### src/rtl/lif_tdm_scheduler.sv
// lif_tdm_scheduler
//   Time-multiplexed leaky integrate-and-fire array: N_NEUR virtual neurons
//   share one add/leak/threshold datapath. One neuron is processed per cycle
//   in round-robin order. When a neuron crosses THRESH, the scan stalls until
//   the resulting spike has been accepted through a valid/ready handshake.
//
//   Optional feature: define LIF_REFRACT_EN to add per-neuron refractory
//   counters. After a neuron fires, its next REFRACT processings hold it at 0
//   and drop any pending input event.
//
// Ports
//   clk        : clock; all state changes on the rising edge
//   rst        : asynchronous active-high reset
//   in_spk     : per-neuron input events, sampled every cycle (sticky)
//   spk_valid  : a spike event is presented on spk_id
//   spk_ready  : consumer accepts the presented spike
//   spk_id     : index of the spiking neuron
//   frame_tick : one-cycle pulse after the scan index wraps N_NEUR-1 -> 0
module lif_tdm_scheduler #(
  parameter int N_NEUR  = 4,
  parameter int W       = 8,
  parameter int ADD     = 25,
  parameter int LEAK    = 1,
  parameter int THRESH  = 100,
  parameter int REFRACT = 2
) (
  input  logic                      clk,
  input  logic                      rst,
  input  logic [N_NEUR-1:0]         in_spk,
  output logic                      spk_valid,
  input  logic                      spk_ready,
  output logic [$clog2(N_NEUR)-1:0] spk_id,
  output logic                      frame_tick
);

  localparam int              IW     = $clog2(N_NEUR);
  localparam logic [IW-1:0]   LAST   = IW'(N_NEUR - 1);
  localparam logic [W:0]      ADD_W  = (W + 1)'(ADD);
  localparam logic [W:0]      LEAK_W = (W + 1)'(LEAK);

  if (N_NEUR < 2 || N_NEUR > 16 || (N_NEUR & (N_NEUR - 1)) != 0 ||
      W < 1 || W > 31 || ADD < 0 || ADD >= (1 << W) || LEAK < 0 ||
      LEAK >= (1 << W) || REFRACT < 0) begin : g_param_check
    $error("lif_tdm_scheduler: unsupported parameter set");
  end

  typedef enum logic {SCAN, FIRE} state_t;

  state_t              state, state_nx;
  logic [W-1:0]        v [N_NEUR];
  logic [N_NEUR-1:0]   pend, pend_nx;
  logic [IW-1:0]       idx;
  logic [W:0]          sum, diff;
  logic [W-1:0]        v_upd;
  logic                fire, advance, in_refr;

`ifdef LIF_REFRACT_EN
  localparam int RW = (REFRACT > 0) ? $clog2(REFRACT + 1) : 1;
  logic [RW-1:0] rcnt [N_NEUR];
`endif

  always_comb begin
    state_nx = state;
    advance  = 1'b0;
    in_refr  = 1'b0;
    // Both candidates are formed one bit wider so carry/borrow drives saturation.
    sum      = {1'b0, v[idx]} + ADD_W;
    diff     = {1'b0, v[idx]} - LEAK_W;
    if (pend[idx]) v_upd = sum[W]  ? '1 : sum[W-1:0];
    else           v_upd = diff[W] ? '0 : diff[W-1:0];
`ifdef LIF_REFRACT_EN
    in_refr = (rcnt[idx] != '0);
    if (in_refr) v_upd = '0;
`endif
    fire = (state == SCAN) && !in_refr && (32'(v_upd) >= THRESH);

    case (state)
      SCAN: begin
        if (fire) state_nx = FIRE;
        else      advance  = 1'b1;
      end
      FIRE: begin
        if (spk_valid && spk_ready) begin
          state_nx = SCAN;
          advance  = 1'b1;
        end
      end
      default: state_nx = SCAN;
    endcase

    // An event arriving while its neuron is processed is kept for the next frame.
    pend_nx = pend | in_spk;
    if (state == SCAN) pend_nx[idx] = in_spk[idx];
  end

  always_ff @(posedge clk or posedge rst) begin
    if (rst) state <= SCAN;
    else     state <= state_nx;
  end

  always_ff @(posedge clk or posedge rst) begin
    if (rst) begin
      for (int unsigned i = 0; i < N_NEUR; i++) v[i] <= '0;
      pend       <= '0;
      idx        <= '0;
      spk_valid  <= 1'b0;
      spk_id     <= '0;
      frame_tick <= 1'b0;
    end else begin
      pend       <= pend_nx;
      frame_tick <= advance && (idx == LAST);
      if (advance) idx <= idx + 1'b1;
      if (state == SCAN) v[idx] <= fire ? '0 : v_upd;
      if (fire) begin
        spk_valid <= 1'b1;
        spk_id    <= idx;
      end else if (spk_valid && spk_ready) begin
        spk_valid <= 1'b0;
      end
    end
  end

`ifdef LIF_REFRACT_EN
  always_ff @(posedge clk or posedge rst) begin
    if (rst) begin
      for (int unsigned i = 0; i < N_NEUR; i++) rcnt[i] <= '0;
    end else if (state == SCAN) begin
      if (in_refr)   rcnt[idx] <= rcnt[idx] - 1'b1;
      else if (fire) rcnt[idx] <= RW'(REFRACT);
    end
  end
`endif

endmodule
### config.mk
export PLATFORM = sky130hd
export DESIGN_NAME = lif_tdm_scheduler
export DESIGN_NICKNAME = d
export VERILOG_FILES = /design/src/rtl/lif_tdm_scheduler.sv
export SDC_FILE = /design/constraint.sdc
export NUM_CORES = 1
export LEC_CHECK = 0
export CORE_UTILIZATION = 64
export DETAILED_ROUTE_END_ITERATION = 16
export DONT_BUFFER_PORTS = 1
export GPL_ROUTABILITY_DRIVEN = 0
export PLACE_DENSITY = 0.8
export SYNTH_ARGS = -nofsm -noshare
export SYNTH_HDL_FRONTEND = slang
export SYNTH_SLANG_ARGS = --single-unit
### constraint.sdc
create_clock -name clk -period 5.35 [get_ports clk]
set_input_delay 0.535 -clock clk [delete_from_list [all_inputs] [get_ports clk]]
set_output_delay 0.535 -clock clk [all_outputs]
set_load 0.05 [all_outputs]
Yosys cells after proc, flatten, opt, wreduce, memory -nomap -nowiden:

Index checks and enable logic that the tools add are counted.
W data, S select, Z words.

* bits in registers: 43
* logic and storage cells: 54
* input port bits: 7
* output and inout port bits: 4

* $add $sub $neg: 3
* eq/ne operators: 1
* bitwise gates (word level): 3
* muxes and demuxes: 26
* reduce and logical (&&, ||, !) cells: 6
* order comparisons: 5

Operators by type and width (count)
* $mux W8: 7
* $bwmux W32: 1
* $bmux W8 S2: 1
* $demux W8 S2: 1
* $add A8 B5 Y9 const B: 1
* $mux W1: 9
* $sub A8 B1 Y9 const B: 1
* $ge A8 B7 Y1 const B: 1
* $logic_and A1 B1 Y1: 5
* $bmux W1 S2: 2
* $bwmux W4: 1
* $mux W4: 1
* $or A4 B4 Y4: 1
* $pmux W1 S2: 2
* $ge A3 B3 Y1 const B: 1
* $lt A2 B3 Y1 const B: 1
* $lt A3 B1 Y1 const B: 1
* $not A2 Y3: 1
* $add A2 B1 Y2 const B: 1
* $demux W1 S2: 1
* $eq A2 B2 Y1 const B: 1
* $ge A2 B1 Y1 const B: 1
* $reduce_bool A2 Y1: 1
* $not A1 Y1: 1

Logic depth before layout (Yosys ltp):

Gate-level depths: netlist of the first run.

* depth in word-level cells: 12
* mapped depth: 13
* mapped depth without buffers: 11

Worst setup path before layout of the first run:

Ideal clock, no wire load.

* path kind: reg2reg
* start: register idx[0]
* end: register spk_id[0]
* data required time: 5.223 ns
* period minus slack after synthesis: 3.441 ns
* stages on the path, launching flop included: 13
* buffers on the path: 1
* slack: 1.909 ns
* setup time: 0.127 ns
* arrival: 3.313 ns
* path through: dfrtp_1 buf_6 mux4_2 inv_1 ha_1 inv_1 nor4_2 nor2b_1 o22ai_2 and3_1 o31ai_4 and2b_4 mux2_1

* longest elaborated chain between the ends: 9
* elaborated cells on any way between the ends: 13
* classes of those cells: add/sub: 2; order compare: 1; mux: 8; bitwise: 1; reduce/logical: 1

RTL lines
* start: declaration: RTL line 52 `logic [IW-1:0] idx;`
* start signal: assignment: RTL line 112 `if (advance) idx <= idx + 1'b1;`
* $not A2 Y3 (not written as such): RTL line 67, 68
* $bmux W8 S2: RTL line 67, 68
* $mux W8 (not written as such) (2 in a row): RTL line 67, 68
* $sub A8 B1 Y9 or $add A8 B5 Y9 (tied branches): RTL line 68, 67
* $mux W8 (on tied branches): RTL line 70, 69
* $mux W8: RTL line 69 `if (pend[idx]) v_upd = sum[W] ? '1 : sum[W-1:0];`
* $ge A8 B7 Y1: RTL line 75 `fire = (state == SCAN) && !in_refr && (32'(v_upd) >= THRESH);`
* $logic_and A1 B1 Y1: RTL line 75
* end signal: assignment: RTL line 116 `spk_id <= idx;`
* end: declaration: RTL line 32 `output logic [$clog2(N_NEUR)-1:0] spk_id,`

Several ways; a longest one is shown, not always the timed one. The select of a mux whose other input is x is not followed.
A chain may end at the register's enable or synchronous reset.

Worst setup path after layout of the first run:

* start: register idx[0]
* end: register v[19] (netlist name)

* longest elaborated chain between the ends: 11
* elaborated cells on any way between the ends: 20
* classes of those cells: add/sub: 2; order compare: 3; mux: 12; bitwise: 1; reduce/logical: 2

RTL lines
* $not A2 Y3: RTL line 67, 68, 113
* $bmux W8 S2: RTL line 67, 68
* $mux W8 (not written as such) (2 in a row): RTL line 67, 68
* $sub A8 B1 Y9 or $add A8 B5 Y9 (tied branches): RTL line 68, 67
* $mux W8 (on tied branches): RTL line 70, 69
* $mux W8: RTL line 69
* $ge A8 B7 Y1: RTL line 75
* $logic_and A1 B1 Y1: RTL line 75
* $mux W8: RTL line 113 `if (state == SCAN) v[idx] <= fire ? '0 : v_upd;`
* $bwmux W32 *: RTL line 113
* end signal: indexed assignment: RTL line 113
* end: declaration: RTL line 50 `logic [W-1:0] v [N_NEUR];`

Mark *: on every way between the ends. The rest lies on a longest branch, timed or not. The select of a mux whose other input is x is not followed.

==> impl_metrics.yaml, run 1 <==
final_layout:
  final-seq-area_mm2: 0.001076
  syn_to_final_growth_pct: 3.301
  drive_gt1_frac: 0.1288
  multi_input_area_mm2: 0.001269
  final_nets: 246
  antennaDiodeCount: 0
  fillCellCount: 282
critical_path:
  slowest_delay_ns: 0.85
  reg2regPathDepth: 12
  endpoint_kind: "flop"
  reg2reg_slack_ns: 1.33
  worstPathCellList: "mux4_2 > inv_1 > ha_1 > inv_1 > nor4_2 > nand2_1 > a311oi_1 > and3_1 > o31ai_4 > buf_4 > a211o_1 > o21ai_1"
  cp_common_cell: "inv_1"
  critPathMaxFanout: 16
  path_class: "flop to flop"
  timing.rr.end: "v[19]"
  startpoint_type: "flop"
  slowest_stage: "dfrtp_1"
  rr_startpoint: "idx[0]"
  cp.required_ns: 5.56
  critPathArrivalTime_ns: 4.23
logic_synthesis:
  ys_async_sr_fraction: 1.000
  ys_ff_latch: 43
  synth_area_mm2: 0.002464
  synth.area.top_cells: "dfrtp_1, mux4_2, nand2_1"
  synth_top_area_frac: 0.4368
  yosys.cell_types.count: 50
  netlist_instances: 240
  syn_area_per_cell_um2: 10.27
  synth_top_flop_cell: "dfrtp_1"
  ys_warn_count: 0
  synth_area_leader_cell: "dfrtp_1"
  synth_seq_area_share: 0.4368
  synth_edf_count: 0
  syn-num-nets: 253
drt:
  wl_met3_um: 287
  drc: 0
  ant_nets: 0
  detail_route.wl_per_cell_um: 16.92
  viasPerCell: 6.231
  wl_met2_um: 2126
  vias: 1751
  routed_wl_um: 4755
  drt-pass1-iter-count: 4
  top_layer: "met4"
  initialDrtViolationCount: 197
  drt-met1-wl_um: 2291
timing:
  slew_violations: 0
  max-slew-margin-rel: 0.4795
  fin_crit_ns: 4.021
  max_freq_mhz: 248.7
  finalCritPeriodShare: 0.7516
  fin_skew_ns: 0.005292
  rsz0062_at_grt: "false"
  finalSetupViolCount: 0
  tns_ns: 0
  worst_pin_slew_ns: 0.7808
  hold_viol: 0
die:
  num_rows: 22
  dieWidth_um: 64.05
  die_h_um: 64.05
  start_util: 0.6679
  die_area_mm2: 0.004102
  core_mm2: 0.003689
  pin_count: 11
grt:
  grt_pass1_wl_um: 8073
  grt_pass1_vias: 1622
  antenna_found_initial: 0
  grt_usage: 0.2662
  grt_max_degree: 44
  grt_overflow: 0
clock_tree:
  cts_setup_buffers: 0
  htreeDepth: 2
  hold_buffers: 0
  cts_resized: 0
  cts.sinks: 43
  clk_pin_slew_ns: 0.08
  cts_buffers: 5
  cts_root_buf: "clkbuf_8"
  clock_latency_ns: 0.30
  cts_tree: "built"
  clock_path_buffers: 2
outcome:
  status: "finished clean"
job:
  drv_cap: 0
min_path:
  hp-class: "input pin to asynchronous set/reset pin"
placed_design:
  hpwl_um: 3116
  io_buffers: 0
-- worst max-delay path: cells and delay by family, from the launching register on --
kind                       cells  cell delay [ns]
and+or+nand+nor                3             0.90
AOI/OAI and AO/OA              4             0.89
DFF                            1             0.85
muxes                          1             0.70
buffers and inverters          3             0.41
adders and majority gates      1             0.17
-- cell type report --
| type | instances | area share |
|---|---|---|
| Multi-Input combinational cell | 171 | 0.4985 |
| Sequential cell | 43 | 0.4228 |
| Clock buffer | 6 | 0.03245 |
| Tap cell | 48 | 0.02360 |
| Inverter | 10 | 0.01475 |
| Timing Repair Buffer | 2 | 0.005900 |
| Clock inverter | 1 | 0.001967 |
-- layer usage --
| layer | vias to the layer above | GRT usage |
|---|---|---|
| met5 | - | 0 |
| met4 | 0 | 0.08523 |
| met3 | 6 | 0.05893 |
| met2 | 50 | 0.3803 |
| met1 | 850 | 0.4031 |
| li1 | 845 | - |
-- logic make-up after synthesis --
| logic type | Yosys count | share of synthesized area |
|---|---|---|
| muxes | 22 | 0.1458 |
| xor gates and xnor gates | 2 | 0.007112 |
| and+or+nand+nor | 80 | 0.1590 |
| adders and majority gates | 6 | 0.03047 |
| buffers and inverters | 26 | 0.04825 |
| DFF | 43 | 0.4368 |
| AOI/OAI and AO/OA | 61 | 0.1727 |
-- through the flow --
stage | cell area (um2) | cells | hold WS [ns] | setup WS (ns) | utilization
2_1_floorplan | 2464 | 240 | 0.4432 | 1.909 | -
3_3_place_gp | 2457 | 274 | 0.4557 | 1.513 | 0.6662
3_5_place_dp | 2457 | 274 | 0.4641 | 1.362 | 0.6662
4_1_cts | 2545 | 281 | 0.2600 | 1.322 | 0.6900
5_1_grt | 2545 | 281 | 0.2958 | 0.9402 | 0.6900
6_report | 2545 | 281 | 0.2551 | 1.329 | 0.6900
-- synth_stat cells (2+ instances only) --
library cell   n
dfrtp_1       43
nand2_1       38
o21ai_1       17
nor2_1        12
o31ai_1       12
clkbuf_1      11
inv_1         10
mux4_2         9
mux2i_1        7
nand2b_1       7
a21oi_1        6
ha_1           6
nand3_1        6
and2_1         5
o21ai_0        4
or2_1          4
o21a_1         3
o22a_1         3
a21o_1         2
a311oi_1       2
buf_6          2
mux2_1         2
mux2_2         2
-- cells in the final DEF, fill, tap and decap left out, types with 3 or more instances in the layout --
master    instances
o22a_1            3
or2_1             4
nand2b_1          7
o21ai_1          17
nand3_1           6
clkbuf_8          6
inv_1            10
nand2_1          38
o21ai_0           4
o31ai_1          12
o21a_1            3
mux2i_1           7
mux4_2            9
and2_1            5
nor2_1           12
ha_1              6
a21oi_1           6
dfrtp_1          43
-- flip-flops by register name, indices dropped and copies added, names as in the netlist --
register,flops
v,32
pend,4
idx,2
spk_id,2
frame_tick,1
spk_valid,1
state,1
-- how the worst max path moves through the flow --
stage            from        end  slack [ns]  cells after the start
2_1_floorplan  idx[0]  spk_id[0]        1.91                     12
3_3_place_gp   idx[0]       v[2]        1.51                     12
3_5_place_dp   idx[0]      v[19]        1.36                     12
4_1_cts        idx[0]      v[19]        1.32                     12
5_1_grt        idx[0]      v[19]        0.94                     12
6_report       idx[0]      v[19]        1.33                     12
Power of run 1 is left out: the tool's default activity adds up to more than one toggle a clock period on the data nets, which glitch-free logic cannot reach.
==> run 2: changes to the inputs <==
--- a/config.mk
+++ b/config.mk
@@ -5,11 +5,11 @@
 export SDC_FILE = /design/constraint.sdc
 export NUM_CORES = 1
 export LEC_CHECK = 0
-export CORE_UTILIZATION = 64
+export CORE_UTILIZATION = 63
 export DETAILED_ROUTE_END_ITERATION = 16
 export DONT_BUFFER_PORTS = 1
 export GPL_ROUTABILITY_DRIVEN = 0
-export PLACE_DENSITY = 0.8
+export PLACE_DENSITY = 0.79
 export SYNTH_ARGS = -nofsm -noshare
 export SYNTH_HDL_FRONTEND = slang
 export SYNTH_SLANG_ARGS = --single-unit
==> constraint.sdc (replaced) <==
create_clock -name clk -period 3.8 [get_ports clk]
set_input_delay 0.38 -clock clk [delete_from_list [all_inputs] [get_ports clk]]
set_output_delay 0.38 -clock clk [all_outputs]
set_load 0.05 [all_outputs]
==> run 2 against run 1 <==
Against the previous run: clock skew rose by 0.0094 ns; flip-flop and latch count is the same; final area up 0.93%; via count is 1.4% higher; maximum frequency is 13% higher.
==> impl_metrics.yaml, run 2 (synthesis gave the netlist of run 1 again) <==
timing:
  max_freq_mhz: 280.9
  slew_violations: 0
  fin_skew_ns: 0.01473
  max-slew-margin-rel: 0.5356
  hold_ws_ns: 0.09458
  rsz0062_at_grt: "false"
  fin_crit_ns: 3.560
  worst_pin_slew_ns: 0.6966
  tns_ns: 0
  hold_viol: 0
  finalCritPeriodShare: 0.9369
  finalSetupViolCount: 0
critical_path:
  critPathArrivalTime_ns: 3.74
  reg2regPathDepth: 11
  endpoint_kind: "flop"
  worstPathCellList: "mux4_2 > inv_1 > ha_1 > inv_1 > nor4_2 > nor2b_1 > o22ai_2 > and3_1 > o31ai_4 > and2b_4 > mux2_1"
  slowest_stage: "mux4_2"
  path_class: "flop to flop"
  critPathMaxFanout: 8
  slowest_delay_ns: 0.64
  cp.required_ns: 3.98
  cp_common_cell: "inv_1"
  startpoint_type: "flop"
placed_design:
  hpwl_um: 3457
  io_buffers: 0
drt:
  drt-pass1-iter-count: 4
  routed_wl_um: 4921
  vias: 1775
  drc: 0
  ant_nets: 0
  detail_route.wl_per_cell_um: 17.27
  viasPerCell: 6.228
  initialDrtViolationCount: 208
clock_tree:
  hold_buffers: 0
  cts.sinks: 43
  cts_buffers: 5
  cts_resized: 0
  htreeDepth: 2
  clock_path_buffers: 2
  cts_setup_buffers: 0
  cts_root_buf: "clkbuf_8"
  cts_tree: "built"
  clk_pin_slew_ns: 0.09
  clock_latency_ns: 0.30
grt:
  met2_usage: 0.4039
  grt_pass1_wl_um: 8500
  top_usage_layer: "met1"
  antenna_found_initial: 0
  grtUsageMet1: 0.4163
  grt_pass1_vias: 1726
  grt_usage: 0.2759
  grt_max_degree: 44
  grtUsageMet3: 0.05458
  grt_overflow: 0
final_layout:
  syn_to_final_growth_pct: 4.266
  reg_top3: "v (32), pend (4)"
  final_nets: 249
  final_common_cell: "dfrtp_1"
  drive_gt1_frac: 0.1435
  antennaDiodeCount: 0
  regMostFlops: "v"
  largest_register_ffs: 32
  layout_common_cells: "dfrtp_1, nand2_1, o21ai_1, nor2_1, o31ai_1"
die:
  die_area_mm2: 0.004165
  core_mm2: 0.003716
  dieWidth_um: 64.54
  pin_count: 11
  num_rows: 22
  die_h_um: 64.54
  start_util: 0.6630
job:
  drv_cap: 0
outcome:
  status: "finished clean"
min_path:
  hp-class: "input pin to asynchronous set/reset pin"
run 2: cell count changes in the layout (fill, tap and decap cells not counted):
cell	delta
clkbuf_8	-1
clkinvlp_4	+2
buf_4	+3
run 2: through the flow:
step,std cells,setup slack [ns],util,cell area (um2)
after CTS,285,0.2542,0.6912,2569
after floorplan,240,0.3595,-,2464
final,285,0.2398,0.6912,2569
after detailed placement,277,0.2748,0.6673,2480
after global placement,277,0.3791,0.6673,2480
after global routing,285,0.001058,0.6912,2569
run 2: worst paths after layout:
kind | start | end | slack, ns
max in group asynchronous | rst | v[17] | 3.33
worst max register to register | idx[0] | spk_id[0] | 0.24
worst max-delay path | idx[0] | spk_id[0] | 0.24
worst min register to register | v[9] | v[9] | 0.49
min in group clk | in_spk[0] | pend[0] | 0.24
worst min-delay path | rst | v[21] | 0.09
run 2: final cells by class:
cell class | instances | area [um2]
Fill cell | 286 | 1147
Sequential cell | 43 | 1076
Tap cell | 48 | 60.06
Clock inverter | 3 | 20.02
Timing Repair Buffer | 5 | 37.54
Clock buffer | 5 | 68.82
Inverter | 10 | 37.54
Multi-Input combinational cell | 171 | 1269
run 2: routing by layer:
metal  part of all wire  wire length (um)
met1               0.47              2291
met2               0.47              2305
met3              0.054               267
met4              0.012                57
met5                  0                 0
run 2: critical path: cells and delay by family, from the launching register on:
| kind | cells | cell delay, ns |
|---|---|---|
| compound gates | 2 | 0.53 |
| fa+ha+maj | 1 | 0.16 |
| flops | 1 | 0.47 |
| simple gates | 4 | 1.15 |
| mux | 2 | 0.96 |
| buf+inv | 2 | 0.19 |
Power of run 2 is left out for the same reason.
==> run 3: changes to the inputs <==
--- a/config.mk
+++ b/config.mk
@@ -5,11 +5,12 @@
 export SDC_FILE = /design/constraint.sdc
 export NUM_CORES = 1
 export LEC_CHECK = 0
-export CORE_UTILIZATION = 63
+export CORE_MARGIN = 2
+export CORE_UTILIZATION = 65
 export DETAILED_ROUTE_END_ITERATION = 16
 export DONT_BUFFER_PORTS = 1
 export GPL_ROUTABILITY_DRIVEN = 0
-export PLACE_DENSITY = 0.79
+export PLACE_DENSITY = 0.81
 export SYNTH_ARGS = -nofsm -noshare
 export SYNTH_HDL_FRONTEND = slang
 export SYNTH_SLANG_ARGS = --single-unit
==> constraint.sdc (replaced) <==
create_clock -name clk -period 4.4 [get_ports clk]
set_input_delay 0.44 -clock clk [delete_from_list [all_inputs] [get_ports clk]]
set_output_delay 0.44 -clock clk [all_outputs]
set_load 0.05 [all_outputs]
==> run 3 against run 2 <==
Against the previous run: via count shrank 2.9%; final area shrank 0.44%; flip-flop and latch count is the same; core utilization grew 0.73 points; hold slack gained 0.045 ns; count of clock-buffer cells in the layout grew 1; highest routed layer unchanged.
==> impl_metrics.yaml, run 3 (synthesis gave the netlist of run 1 again) <==
outcome:
  status: "finished clean"
clock_tree:
  htreeDepth: 2
  cts_tree: "built"
  cts_resized: 0
  hold_buffers: 0
  clk_pin_slew_ns: 0.09
  clock_path_buffers: 2
  cts_root_buf: "clkbuf_8"
  clock_latency_ns: 0.31
  cts_setup_buffers: 0
  cts_buffers: 5
  cts.sinks: 43
drt:
  viasPerCell: 6.070
  initialDrtViolationCount: 108
  ant_nets: 0
  drt-pass1-iter-count: 4
  vias: 1724
  drc: 0
  routed_wl_um: 4818
  detail_route.wl_per_cell_um: 16.96
timing:
  finalSetupViolCount: 0
  fin_crit_ns: 3.844
  hold_viol: 0
  slew_violations: 0
  tns_ns: 0
  finalCritPeriodShare: 0.8736
  max_freq_mhz: 260.2
  worst_pin_slew_ns: 0.7019
  max-slew-margin-rel: 0.5320
  fin_skew_ns: 0.01498
  rsz0062_at_grt: "false"
final_layout:
  final_nets: 248
  fillCellCount: 279
  final_common_cell: "dfrtp_1"
  syn_to_final_growth_pct: 3.809
  largest_register_ffs: 32
  antennaDiodeCount: 0
  drive_gt1_frac: 0.1356
  final-seq-area_mm2: 0.001076
  regMostFlops: "v"
  layout_common_cells: "dfrtp_1, nand2_1, o21ai_1, nor2_1, o31ai_1"
  multi_input_area_mm2: 0.001269
  reg_top3: "v (32), pend (4)"
die:
  pin_count: 11
  die_h_um: 65.57
  num_rows: 22
  core_mm2: 0.003661
  start_util: 0.6729
  die_area_mm2: 0.004299
  dieWidth_um: 65.57
placed_design:
  io_buffers: 0
  hpwl_um: 3277
grt:
  grt_pass1_vias: 1622
  grtUsageMet3: 0.04966
  met2_usage: 0.3878
  grt_pass1_wl_um: 8183
  grt_overflow: 0
  top_usage_layer: "met2"
  antenna_found_initial: 0
  grtUsageMet1: 0.3875
  grt_max_degree: 44
  grt_usage: 0.2589
critical_path:
  critPathArrivalTime_ns: 4.03
  rr_startpoint: "idx[0]"
  endpoint_kind: "flop"
  critPathMaxFanout: 11
  path_class: "flop to flop"
  cp.required_ns: 4.58
  crit_start: "idx[0]"
  startpoint_type: "flop"
job:
  drv_cap: 0
min_path:
  hp-class: "input pin to asynchronous set/reset pin"
==> run 3: changes by cell type in the layout (fill, tap and decap cells not counted) <==
cell	delta
clkbuf_1	+1
buf_4	-1
clkinvlp_4	-1
==> run 3: worst max-delay path: stages (launching register included) <==
cell	delay (ns)
dfrtp_1	0.64
mux4_2	0.67
inv_1	0.11
ha_1	0.16
inv_1	0.07
nor4_2	0.44
nor2b_1	0.22
o22ai_2	0.13
and3_1	0.23
o31ai_4	0.48
and2b_4	0.26
mux2_1	0.31
==> run 3: worst paths after layout <==
check | end | slack, ns | depth (start not counted)
worst max register to register | spk_id[0] | 0.56 | 11
min in group clk | spk_valid | 0.30 | 2
worst min register to register | v[1] | 0.48 | 2
max in group asynchronous | frame_tick | 3.87 | 2
worst min-delay path | pend[0] | 0.14 | 2
worst max-delay path | spk_id[0] | 0.56 | 11
==> run 3: final cells by class <==
class,count,share of cell area
sequential,43,0.4207
inverter,10,0.01468
multi-input combinational,171,0.4961
timing repair buffer,4,0.01174
clock buffer,6,0.02838
tap,48,0.02348
clock inverter,2,0.004892
==> run 3: per-layer routing <==
layer / wire length, um / share of wire
met1: 2341 / 0.49
met2: 2265 / 0.47
met3: 154 / 0.032
met4: 57 / 0.012
met5: 0 / 0
==> run 3: per-stage QoR <==
stage	hold WS (ns)	area, um2	instances	worst slack, ns	utilization
after CTS	0.1696	2557	284	0.5732	0.6986
after global routing	0.2071	2557	284	0.2516	0.6986
after global placement	0.4601	2472	276	0.6528	0.6753
final	0.1395	2557	284	0.5562	0.6986
after detailed placement	0.4663	2472	276	0.6145	0.6753
after floorplan	0.4432	2464	240	0.9595	-
Power of run 3 is left out for the same reason.
